==> config.mk <==
export PLATFORM = sky130hd
export DESIGN_NAME = mod_counter_nbit_flat
export DESIGN_NICKNAME = d
export VERILOG_FILES = /design/src/rtl/mod_counter_nbit_if.sv /design/src/rtl/mod_counter_nbit.sv /design/src/flat_wrapper.sv
export SDC_FILE = /design/constraint.sdc
export NUM_CORES = 1
export LEC_CHECK = 0
export CORE_AREA = 2 2 39 41
export DETAILED_ROUTE_END_ITERATION = 7
export DIE_AREA = 0 0 41 43
export PLACE_DENSITY = 0.75
export SLEW_MARGIN = 20
export SYNTH_ARGS = -nofsm -noshare
export SYNTH_HDL_FRONTEND = slang
export SYNTH_SLANG_ARGS = --single-unit
==> constraint.sdc <==
create_clock -name clk -period 2.3 [get_ports clk]
set_clock_uncertainty 0.1 [all_clocks]
set_input_delay 0.46 -clock clk [delete_from_list [all_inputs] [get_ports clk]]
set_output_delay 0.46 -clock clk [all_outputs]
set_load 0.02 [all_outputs]
==> src/rtl/mod_counter_nbit_if.sv <==
// Control and status bundle for mod_counter_nbit.
// The master side (a controller or bench) drives the controls and
// observes the registered count, terminal-count pulse and overflow flag.
interface mod_counter_nbit_if #(
    parameter int unsigned WIDTH = 4
);

    // Controls
    logic             en;
    logic             up_dn;
    logic             sat_mode;
    logic             load;
    logic [WIDTH-1:0] load_val;
    logic             clr_ovf;

    // Status, all registered inside the counter
    logic [WIDTH-1:0] q;
    logic             tc;
    logic             ovf;

    modport master (
        output en,
        output up_dn,
        output sat_mode,
        output load,
        output load_val,
        output clr_ovf,
        input  q,
        input  tc,
        input  ovf
    );

    modport slave (
        input  en,
        input  up_dn,
        input  sat_mode,
        input  load,
        input  load_val,
        input  clr_ovf,
        output q,
        output tc,
        output ovf
    );

endinterface

==> src/rtl/mod_counter_nbit.sv <==
// Parametrised modulo up/down counter with prescaler, parallel load,
// wrap/saturate mode, terminal-count pulse and sticky overflow flag.
// All outputs come straight from registers.
module mod_counter_nbit #(
    parameter int unsigned WIDTH    = 4,
    parameter int unsigned MODULUS  = 16,
    parameter int unsigned PRESCALE = 1
) (
    input  logic                clk,
    input  logic                reset,
    mod_counter_nbit_if.slave   bus
);

    // Prescaler needs at least one bit even when PRESCALE is 1.
    localparam int unsigned PW = (PRESCALE > 1) ? $clog2(PRESCALE) : 1;

    localparam logic [WIDTH-1:0] MAX_VAL  = WIDTH'(MODULUS - 1);
    localparam logic [PW-1:0]    PCNT_MAX = PW'(PRESCALE - 1);

    // Elaboration-time parameter sanity checks.
    if (MODULUS < 2 || 64'(MODULUS) > (64'd1 << WIDTH)) begin : g_bad_modulus
        $error("mod_counter_nbit: MODULUS must satisfy 2 <= MODULUS <= 2**WIDTH");
    end
    if (PRESCALE < 1) begin : g_bad_prescale
        $error("mod_counter_nbit: PRESCALE must be at least 1");
    end

    logic [WIDTH-1:0] count_q, count_d;
    logic [PW-1:0]    pcnt_q, pcnt_d;
    logic             tc_q, tc_d;
    logic             ovf_q, ovf_d;

    logic             tick;
    logic             at_bound;
    logic             bound_evt;
    logic [WIDTH-1:0] load_clamped;
    logic [WIDTH-1:0] step_val;

    // Tick generation and boundary detection for the current direction.
    always_comb begin
        tick      = bus.en && (pcnt_q == PCNT_MAX);
        at_bound  = bus.up_dn ? (count_q == MAX_VAL) : (count_q == '0);
        bound_evt = tick && at_bound;
    end

    // Load value clamp and the value a tick would produce.
    always_comb begin
        load_clamped = (bus.load_val > MAX_VAL) ? MAX_VAL : bus.load_val;
        step_val     = count_q;
        if (bus.up_dn) begin
            if (count_q != MAX_VAL) begin
                step_val = count_q + WIDTH'(1);
            end else if (!bus.sat_mode) begin
                step_val = '0;
            end
        end else begin
            if (count_q != '0) begin
                step_val = count_q - WIDTH'(1);
            end else if (!bus.sat_mode) begin
                step_val = MAX_VAL;
            end
        end
    end

    // Next-state selection: load beats tick, tick beats hold.
    always_comb begin
        count_d = count_q;
        pcnt_d  = pcnt_q;
        tc_d    = 1'b0;
        ovf_d   = ovf_q;

        if (bus.load) begin
            count_d = load_clamped;
            pcnt_d  = '0;
        end else begin
            if (bus.en) begin
                pcnt_d = tick ? '0 : pcnt_q + PW'(1);
            end
            if (tick) begin
                count_d = step_val;
            end
            tc_d = bound_evt;
        end

        // A boundary event on the same edge as clr_ovf leaves the flag set.
        if (bus.clr_ovf) begin
            ovf_d = 1'b0;
        end
        if (bound_evt && !bus.load) begin
            ovf_d = 1'b1;
        end
    end

    // State registers with synchronous reset.
    always_ff @(posedge clk) begin
        if (reset) begin
            count_q <= '0;
            pcnt_q  <= '0;
            tc_q    <= 1'b0;
            ovf_q   <= 1'b0;
        end else begin
            count_q <= count_d;
            pcnt_q  <= pcnt_d;
            tc_q    <= tc_d;
            ovf_q   <= ovf_d;
        end
    end

    assign bus.q   = count_q;
    assign bus.tc  = tc_q;
    assign bus.ovf = ovf_q;

endmodule
==> src/flat_wrapper.sv <==
// flat-port wrapper written by rule: the top's interface ports become plain ports
module mod_counter_nbit_flat 
#(
    parameter int unsigned WIDTH    = 4,
    parameter int unsigned MODULUS  = 16,
    parameter int unsigned PRESCALE = 1
)
  (clk, reset, bus_en, bus_up_dn, bus_sat_mode, bus_load, bus_load_val, bus_clr_ovf, bus_q, bus_tc, bus_ovf);
  mod_counter_nbit_if #(.WIDTH(WIDTH)) bus_i ();
  input  logic clk;
  input  logic reset;
  input wire logic [$bits(bus_i.en)-1:0] bus_en;
  input wire logic [$bits(bus_i.up_dn)-1:0] bus_up_dn;
  input wire logic [$bits(bus_i.sat_mode)-1:0] bus_sat_mode;
  input wire logic [$bits(bus_i.load)-1:0] bus_load;
  input wire logic [$bits(bus_i.load_val)-1:0] bus_load_val;
  input wire logic [$bits(bus_i.clr_ovf)-1:0] bus_clr_ovf;
  output wire logic [$bits(bus_i.q)-1:0] bus_q;
  output wire logic [$bits(bus_i.tc)-1:0] bus_tc;
  output wire logic [$bits(bus_i.ovf)-1:0] bus_ovf;
  assign bus_i.en = bus_en;
  assign bus_i.up_dn = bus_up_dn;
  assign bus_i.sat_mode = bus_sat_mode;
  assign bus_i.load = bus_load;
  assign bus_i.load_val = bus_load_val;
  assign bus_i.clr_ovf = bus_clr_ovf;
  assign bus_q = bus_i.q;
  assign bus_tc = bus_i.tc;
  assign bus_ovf = bus_i.ovf;
  mod_counter_nbit #(.WIDTH(WIDTH), .MODULUS(MODULUS), .PRESCALE(PRESCALE)) u_core (.clk(clk), .reset(reset), .bus(bus_i));
endmodule
Yosys cells after proc, flatten, opt, wreduce, memory -nomap -nowiden
Cells that the tools add are included.
{"block": "op_classes", "n_addsub": 3, "n_reduce_logical": 10, "mux": 12, "eq_ne": 4, "n_bitwise": 1, "magnitude_cmp": 1}
{"cell": "$mux W4", "n": 8}
{"cell": "$ne A4 B2 Y1 const B", "n": 2}
{"cell": "$add A4 B1 Y4 const B", "n": 1}
{"cell": "$eq A4 B4 Y1 const B", "n": 1}
{"cell": "$gt A4 B4 Y1 const B", "n": 1}
{"cell": "$logic_not A4 Y1", "n": 1}
{"cell": "$mux W1", "n": 4}
{"cell": "$ne A4 B4 Y1 const B", "n": 1}
{"cell": "$reduce_bool A2 Y1", "n": 2}
{"cell": "$reduce_bool A4 Y1", "n": 1}
{"cell": "$sub A4 B1 Y4 const B", "n": 1}
{"cell": "$logic_and A1 B1 Y1", "n": 3}
{"cell": "$reduce_and A3 Y1", "n": 1}
{"cell": "$reduce_or A2 Y1", "n": 1}
{"cell": "$add A1 B1 Y1 const B", "n": 1}
{"cell": "$logic_not A1 Y1", "n": 1}
{"cell": "$not A1 Y1", "n": 1}
{"block": "word_totals", "elab_cells": 35, "out_inout_bits": 6, "reg_bits": 7, "input_bits": 11}

Logic depth before layout (Yosys ltp)
Gate-level depths: netlist of run 1.
{"block": "depth", "word_depth": 5, "mapped_depth": 7}

Least setup slack after synthesis of run 1
OpenSTA, ideal clock, no wires.
{"block": "synth_path", "kind": "register to register", "startpoint": "register u_core.count_q[0], in the netlist u_core.bus.q[0]", "endpoint": "register u_core.count_q[2], in the netlist u_core.bus.q[2]", "setup_ps": 79, "period_less_slack_ps": 1789, "required_time_ps": 2121, "arrival_ps": 1610, "path_slack_ps": 511, "stages_incl_launch_ff": 8, "cell_sequence": "dfxtp_1 -> inv_1 -> ha_1 -> nor4b_2 -> o21ai_2 -> nand3_1 -> xor2_1 -> a211oi_2"}
{"block": "synth_between", "elab_chain_cells": 5}
{"element": "from (decl)", "line": "mod_counter_nbit.sv:28", "text": "logic [WIDTH-1:0] count_q, count_d;"}
{"element": "from (signal assigned)", "line": "mod_counter_nbit.sv:102", "text": "count_q <= count_d;"}
{"element": "$sub A4 B1 Y4 (tied with other cells)", "line": "mod_counter_nbit.sv:58", "text": "step_val = count_q - WIDTH'(1);"}
{"element": "$mux W4, on equally long branches", "line": "mod_counter_nbit.sv:57, mod_counter_nbit.sv:51"}
{"element": "$mux W4", "line": "mod_counter_nbit.sv:50", "text": "if (bus.up_dn) begin"}
{"element": "$mux W4", "line": "mod_counter_nbit.sv:79", "text": "if (tick) begin"}
{"element": "$mux W4", "line": "mod_counter_nbit.sv:72", "text": "if (bus.load) begin"}
Parallel ways exist; a longest one is shown, timed or not. The select of a mux whose other input is x is not followed.
A chain may end at the register's enable or synchronous reset.

Worst setup path after layout of run 1
{"block": "layout_path", "startpoint": "register u_core.count_q[2], in the netlist u_core.bus.q[2]", "endpoint": "output bus_q[2]"}
{"element": "to (decl)", "line": "flat_wrapper.sv:18", "text": "output wire logic [$bits(bus_i.q)-1:0] bus_q;"}
No word-level cell between the ends.

==> out/metrics.yaml, run 1 <==
cts:
  clk_pin_slew_ns: 0.05
  cts_tree: "done"
  cts.sinks: 7
  cts_inserted_buffers: 3
  clk_path_buf_depth: 2
  postCtsSetupBuffers: 0
  cts_resized: 0
  root_buffer: "clkbuf_4"
  cts_hold_buffers: 0
  clk_latency_ns: 0.25
  cts_htree_levels: 1
sta:
  fmax_mhz: 516
  finalSetupTns_ns: 0
  period_share: 0.843
  slew_headroom: 0.783
  rsz0062_at_grt: "false"
  finalHoldViolCount: 0
  hold_ws_ns: 0.357
  slew_violations: 0
  max_slew.worst_pin.slew_ns: 0.324
  setup_ws_ns: 0.362
  finalSetupViolations: 0
  min_period_ns: 1.94
synth:
  syn_nets: 60
  synthFlopType: "dfxtp_1"
  syn_inst: 47
  synth_edf_count: 0
  yosysTopAreaCell: "dfxtp_1"
  netlist_area_um2: 444
  ys_types: 25
  synth_top_area_share: 0.315
  netlist_top_cells_area: "dfxtp_1 (32%), nor4b_2 (6.8%), nor2_1 (5.9%)"
  synth_commonest_cells: "dfxtp_1 (7), nor2_1 (7), inv_1 (5)"
  ys_ff_latch: 7
  ys_seq_area_frac: 0.315
  ys_warn_count: 0
  postSynthAreaPerCell_um2: 9.45
  ys_async_sr_fraction: 0
run_status:
  status: "finished, final reports clean"
pwr:
  p_per_area_nw_per_um2: 539
  worst_ir_drop_vdd_v: 0.000314
  power.total_mw: 0.351
  p_leak_nw: 0.253
global_routing:
  overflow: 0
  grt_pass1_vias: 413
  grt_usage: 0.137
  grt_max_degree: 8
  grt_pass1_wl_um: 1640
  antenna_found_initial: 0
die:
  fp.dieH_um: 43
  rows: 14
  die_x_um: 41
  start_util: 0.321
  ioPinCount: 17
  coreArea_um2: 1380
  die_area_um2: 1760
critical_path:
  crit_end: "bus_q[2]"
  reg2reg_to: "u_core.bus.q[3]"
  cp-end-kind: "output pin"
  rr_startpoint: "u_core.bus.q[0]"
  arrival_ns: 1.38
  critPathSlowestCell: "clkdlybuf4s50_1"
  critPathBufInv: 1
  worst-endpoint-required_ns: 1.74
  slowest_delay_ns: 0.66
  cp_max_fo: 7
  cp.depth: 1
  start_kind: "flop"
  critPathTopFamily: "buffers and inverters"
  r2r.worst_path.cells: 7
  setup.worst_path.start: "u_core.bus.q[2]"
  cp_cell_sequence: "clkdlybuf4s50_1"
  crit_type: "reg -> out"
  reg2reg_setup_slack_ns: 0.52
detailed_routing:
  drtIter0Drc: 1
  routed_via_density: 5.07
  postRouteAntennaNets: 0
  finalWirelength_um: 916
  via_count: 421
  wl_per_cell_um: 11.0
  first_pass_iters: 2
  drc_errors: 0
placement:
  dp_hpwl_um: 736
  port_buffers: 16
  pre_cts_slack_ns: 0.158
  dp_cells: 79
  gp_congestion: 0.756
  place_area_um2: 624
final_layout:
  fin_util: 0.470
  final_area_um2: 651
  num-nets-final: 81
  area_growth_pct: 46.5
  stdcell_count: 83
  n_antenna_cell: 0
  layout-drive-gt1-share: 0.194
job:
  maxCapViolCount: 0
hold_path:
  hold_class: "reg -> reg"
metal layers:
| layer | wire length (um) | up-vias | global-route usage |
|---|---|---|---|
| met2 | 410 | 13 | 0.184 |
| met1 | 427 | 187 | 0.175 |
| met5 | 0 | - | 0 |
| met4 | 17 | 0 | 0.100 |
| met3 | 60 | 4 | 0.0419 |
| li1 | - | 217 | - |
area by class of cell:
type	instances	area [um^2]
clock buffer	4	26.3
inverter	5	18.8
fill	146	733
sequential	7	140
multi-input combinational	35	285
tap	16	20.0
timing repair buffer	16	160
placed cells by master (no fill, tap or decap):
master           count
a21o_1               1
ha_1                 2
and4_4               1
and4_2               1
nor2b_1              1
o21ai_2              1
nor2_1               7
mux2_2               1
a211oi_1             1
dfxtp_1              7
nand2_1              1
o31a_1               1
xor2_1               1
clkdlybuf4s50_1     16
nor4b_2              2
a311oi_1             1
a221oi_2             1
a221oi_1             1
nand3_1              2
o21bai_1             2
clkbuf_4             3
clkbuf_1             1
inv_1                5
nor4b_1              1
xnor2_1              2
a21oi_1              1
a211oi_2             2
nand2_2              1
how the worst min path moves through the flow:
| stage | from | to | depth (start not counted) |
|---|---|---|---|
| after CTS | u_core.bus.ovf | u_core.bus.ovf | 1 |
| after global routing | u_core.bus.ovf | u_core.bus.ovf | 1 |
| after floorplan | u_core.pcnt_q | u_core.pcnt_q | 1 |
| after detailed placement | u_core.bus.ovf | u_core.bus.ovf | 1 |
| final | u_core.bus.ovf | u_core.bus.ovf | 1 |
| after global placement | u_core.bus.ovf | u_core.bus.ovf | 1 |
state kept, by name, indices dropped and copies added, names as in the netlist:
register	flops
u_core.bus.ovf	1
u_core.bus.q	4
u_core.bus.tc	1
u_core.pcnt_q	1
kinds of logic after synthesis:
group	after synthesis	synth area share
AOI/OAI and AO/OA	12	0.248
DFF	7	0.315
adders and majority gates	2	0.0563
xor gates and xnor gates	3	0.0592
and+or+nand+nor	17	0.254
buffers and inverters	5	0.0423
muxes	1	0.0254
power by group:
part           leakage [nW]  internal, mW  switching [mW]
Combinational         0.180        0.0538          0.0455
Clock                0.0150        0.0663          0.0460
Sequential           0.0576         0.128          0.0107
Total                 0.253         0.249           0.102
Power figures use the tool's default switching activity.
==> run 2, diff against run 1 <==
PLACE_DENSITY = 0.77   (was 0.75)
clock period = 1.73 ns   (was 2.3 ns; I/O delays follow)
==> out/metrics.yaml, run 2 (same netlist as run 1, synthesis figures left out) <==
run_status:
  status: "finished, final reports clean"
final_layout:
  fin_util: 0.517
  layout_common_cells: "clkdlybuf4s50_1 (13), nor2_1 (7), dfxtp_1 (5), inv_1 (4), clkbuf_4 (3)"
  largest_reg_flops: 4
  layout_commonest_cell: "clkdlybuf4s50_1"
  register_area_um2: 148
  multiInputGateArea_um2: 328
  area_growth_pct: 61.1
  layout-drive-gt1-share: 0.304
  final_area_um2: 716
  n_antenna_cell: 0
  stdcell_count: 85
  num-fill-cells: 129
  num-nets-final: 83
critical_path:
  cp_cell_sequence: "clkdlybuf4s50_1"
  cp-end-kind: "output pin"
  worst-endpoint-required_ns: 1.28
  cp.depth: 1
  critPathBufInv: 1
  start_kind: "flop"
  critPathTopFamily: "buffers and inverters"
  cp_max_fo: 7
  slowest_delay_ns: 0.60
  r2r.worst_path.cells: 6
  critPathSlowestCell: "clkdlybuf4s50_1"
  arrival_ns: 1.22
  crit_type: "reg -> out"
cts:
  cts_hold_buffers: 0
  cts_htree_levels: 1
  root_buffer: "clkbuf_4"
  cts_inserted_buffers: 3
  postCtsSetupBuffers: 0
  clk_latency_ns: 0.25
  cts_tree: "done"
  clk_path_buf_depth: 2
  cts.sinks: 7
  clk_pin_slew_ns: 0.06
placement:
  dp_cells: 81
  gp_congestion: 0.867
  dp_hpwl_um: 819
  place_area_um2: 642
  port_buffers: 16
detailed_routing:
  first_pass_iters: 2
  postRouteAntennaNets: 0
  finalWirelength_um: 1070
  via_count: 416
  routed_via_density: 4.89
  drtIter0Drc: 2
  wl_per_cell_um: 12.6
  drc_errors: 0
global_routing:
  grt_max_degree: 8
  grt_pass1_vias: 422
  grt_usage: 0.140
  grt_pass1_wl_um: 1730
  overflow: 0
  antenna_found_initial: 0
sta:
  finalSetupViolations: 0
  min_period_ns: 1.67
  max_slew.worst_pin.slew_ns: 0.437
  period_share: 0.965
  finalHoldViolCount: 0
  slew_violations: 0
  slew_headroom: 0.708
  fmax_mhz: 599
pwr:
  power.total_mw: 0.491
  worst_ir_drop_vdd_v: 0.000579
  p_per_area_nw_per_um2: 687
  p_leak_nw: 0.284
die:
  coreArea_um2: 1380
  rows: 14
  die_x_um: 41
  ioPinCount: 17
  fp.dieH_um: 43
  die_area_um2: 1760
  start_util: 0.321
hold_path:
  hold_class: "reg -> reg"
  worst_hold_path.num_cells: 1
job:
  maxCapViolCount: 0
==> run 2: cell count changes in the layout (fill, tap and decap cells not counted), moves of 2 or more <==
cell / previous run / this run
dfxtp_1: 7 / 5
buf_4: 0 / 2
dlygate4sd2_1: 0 / 2
dfxtp_4: 0 / 2
ha_1: 2 / 0
clkdlybuf4s50_1: 16 / 13
==> run 2: repair_timing <==
item	in CTS	in global routing
gates cloned	0	0
pin swaps	0	3
endpoints found under the hold margin	0	0
gates resized for setup	2	11
setup endpoints to repair	2	4
==> run 2: metrics by stage <==
stage,TNS (ns),setup slack (ns),hold slack [ns]
after CTS,0,0.0208,0.360
after floorplan,0,0.0575,0.303
after global routing,-0.00128,-0.00128,0.376
final,0,0.0598,0.353
after detailed placement,-0.924,-0.221,0.344
after global placement,-0.739,-0.186,0.335
==> run 2: path summary, 6_finish.rpt <==
| check | endpoint | slack (ns) | from |
|---|---|---|---|
| setup / recovery | bus_q[1] | 0.06 | u_core.bus.q[1] |
| hold / removal | u_core.bus.ovf | 0.35 | u_core.bus.ovf |
| setup reg to reg | u_core.bus.q[3] | 0.09 | u_core.bus.q[1] |
| hold reg to reg | u_core.bus.ovf | 0.35 | u_core.bus.ovf |
==> run 2: power breakdown <==
group | leakage (nW) | switching (mW) | total, mW | internal [mW]
sequential | 0.0587 | 0.0158 | 0.187 | 0.171
combinational | 0.210 | 0.0710 | 0.154 | 0.0835
clock | 0.0150 | 0.0622 | 0.150 | 0.0881
total | 0.284 | 0.149 | 0.491 | 0.342
==> run 2: layout make-up <==
| class | instances | share of cell area |
|---|---|---|
| clock buffers | 4 | 0.0367 |
| inverters | 5 | 0.0262 |
| multi-input cells | 35 | 0.458 |
| flip-flops and latches | 7 | 0.206 |
| well taps | 16 | 0.0280 |
| repair buffers | 18 | 0.245 |
==> run 2: layer usage <==
| metal | global-route usage | vias up | wire length, um |
|---|---|---|---|
| met3 | 0.0157 | 2 | 62 |
| li1 | - | 219 | - |
| met4 | 0.0600 | 0 | 6 |
| met2 | 0.222 | 13 | 556 |
| met1 | 0.182 | 182 | 447 |
| met5 | 0 | - | 0 |
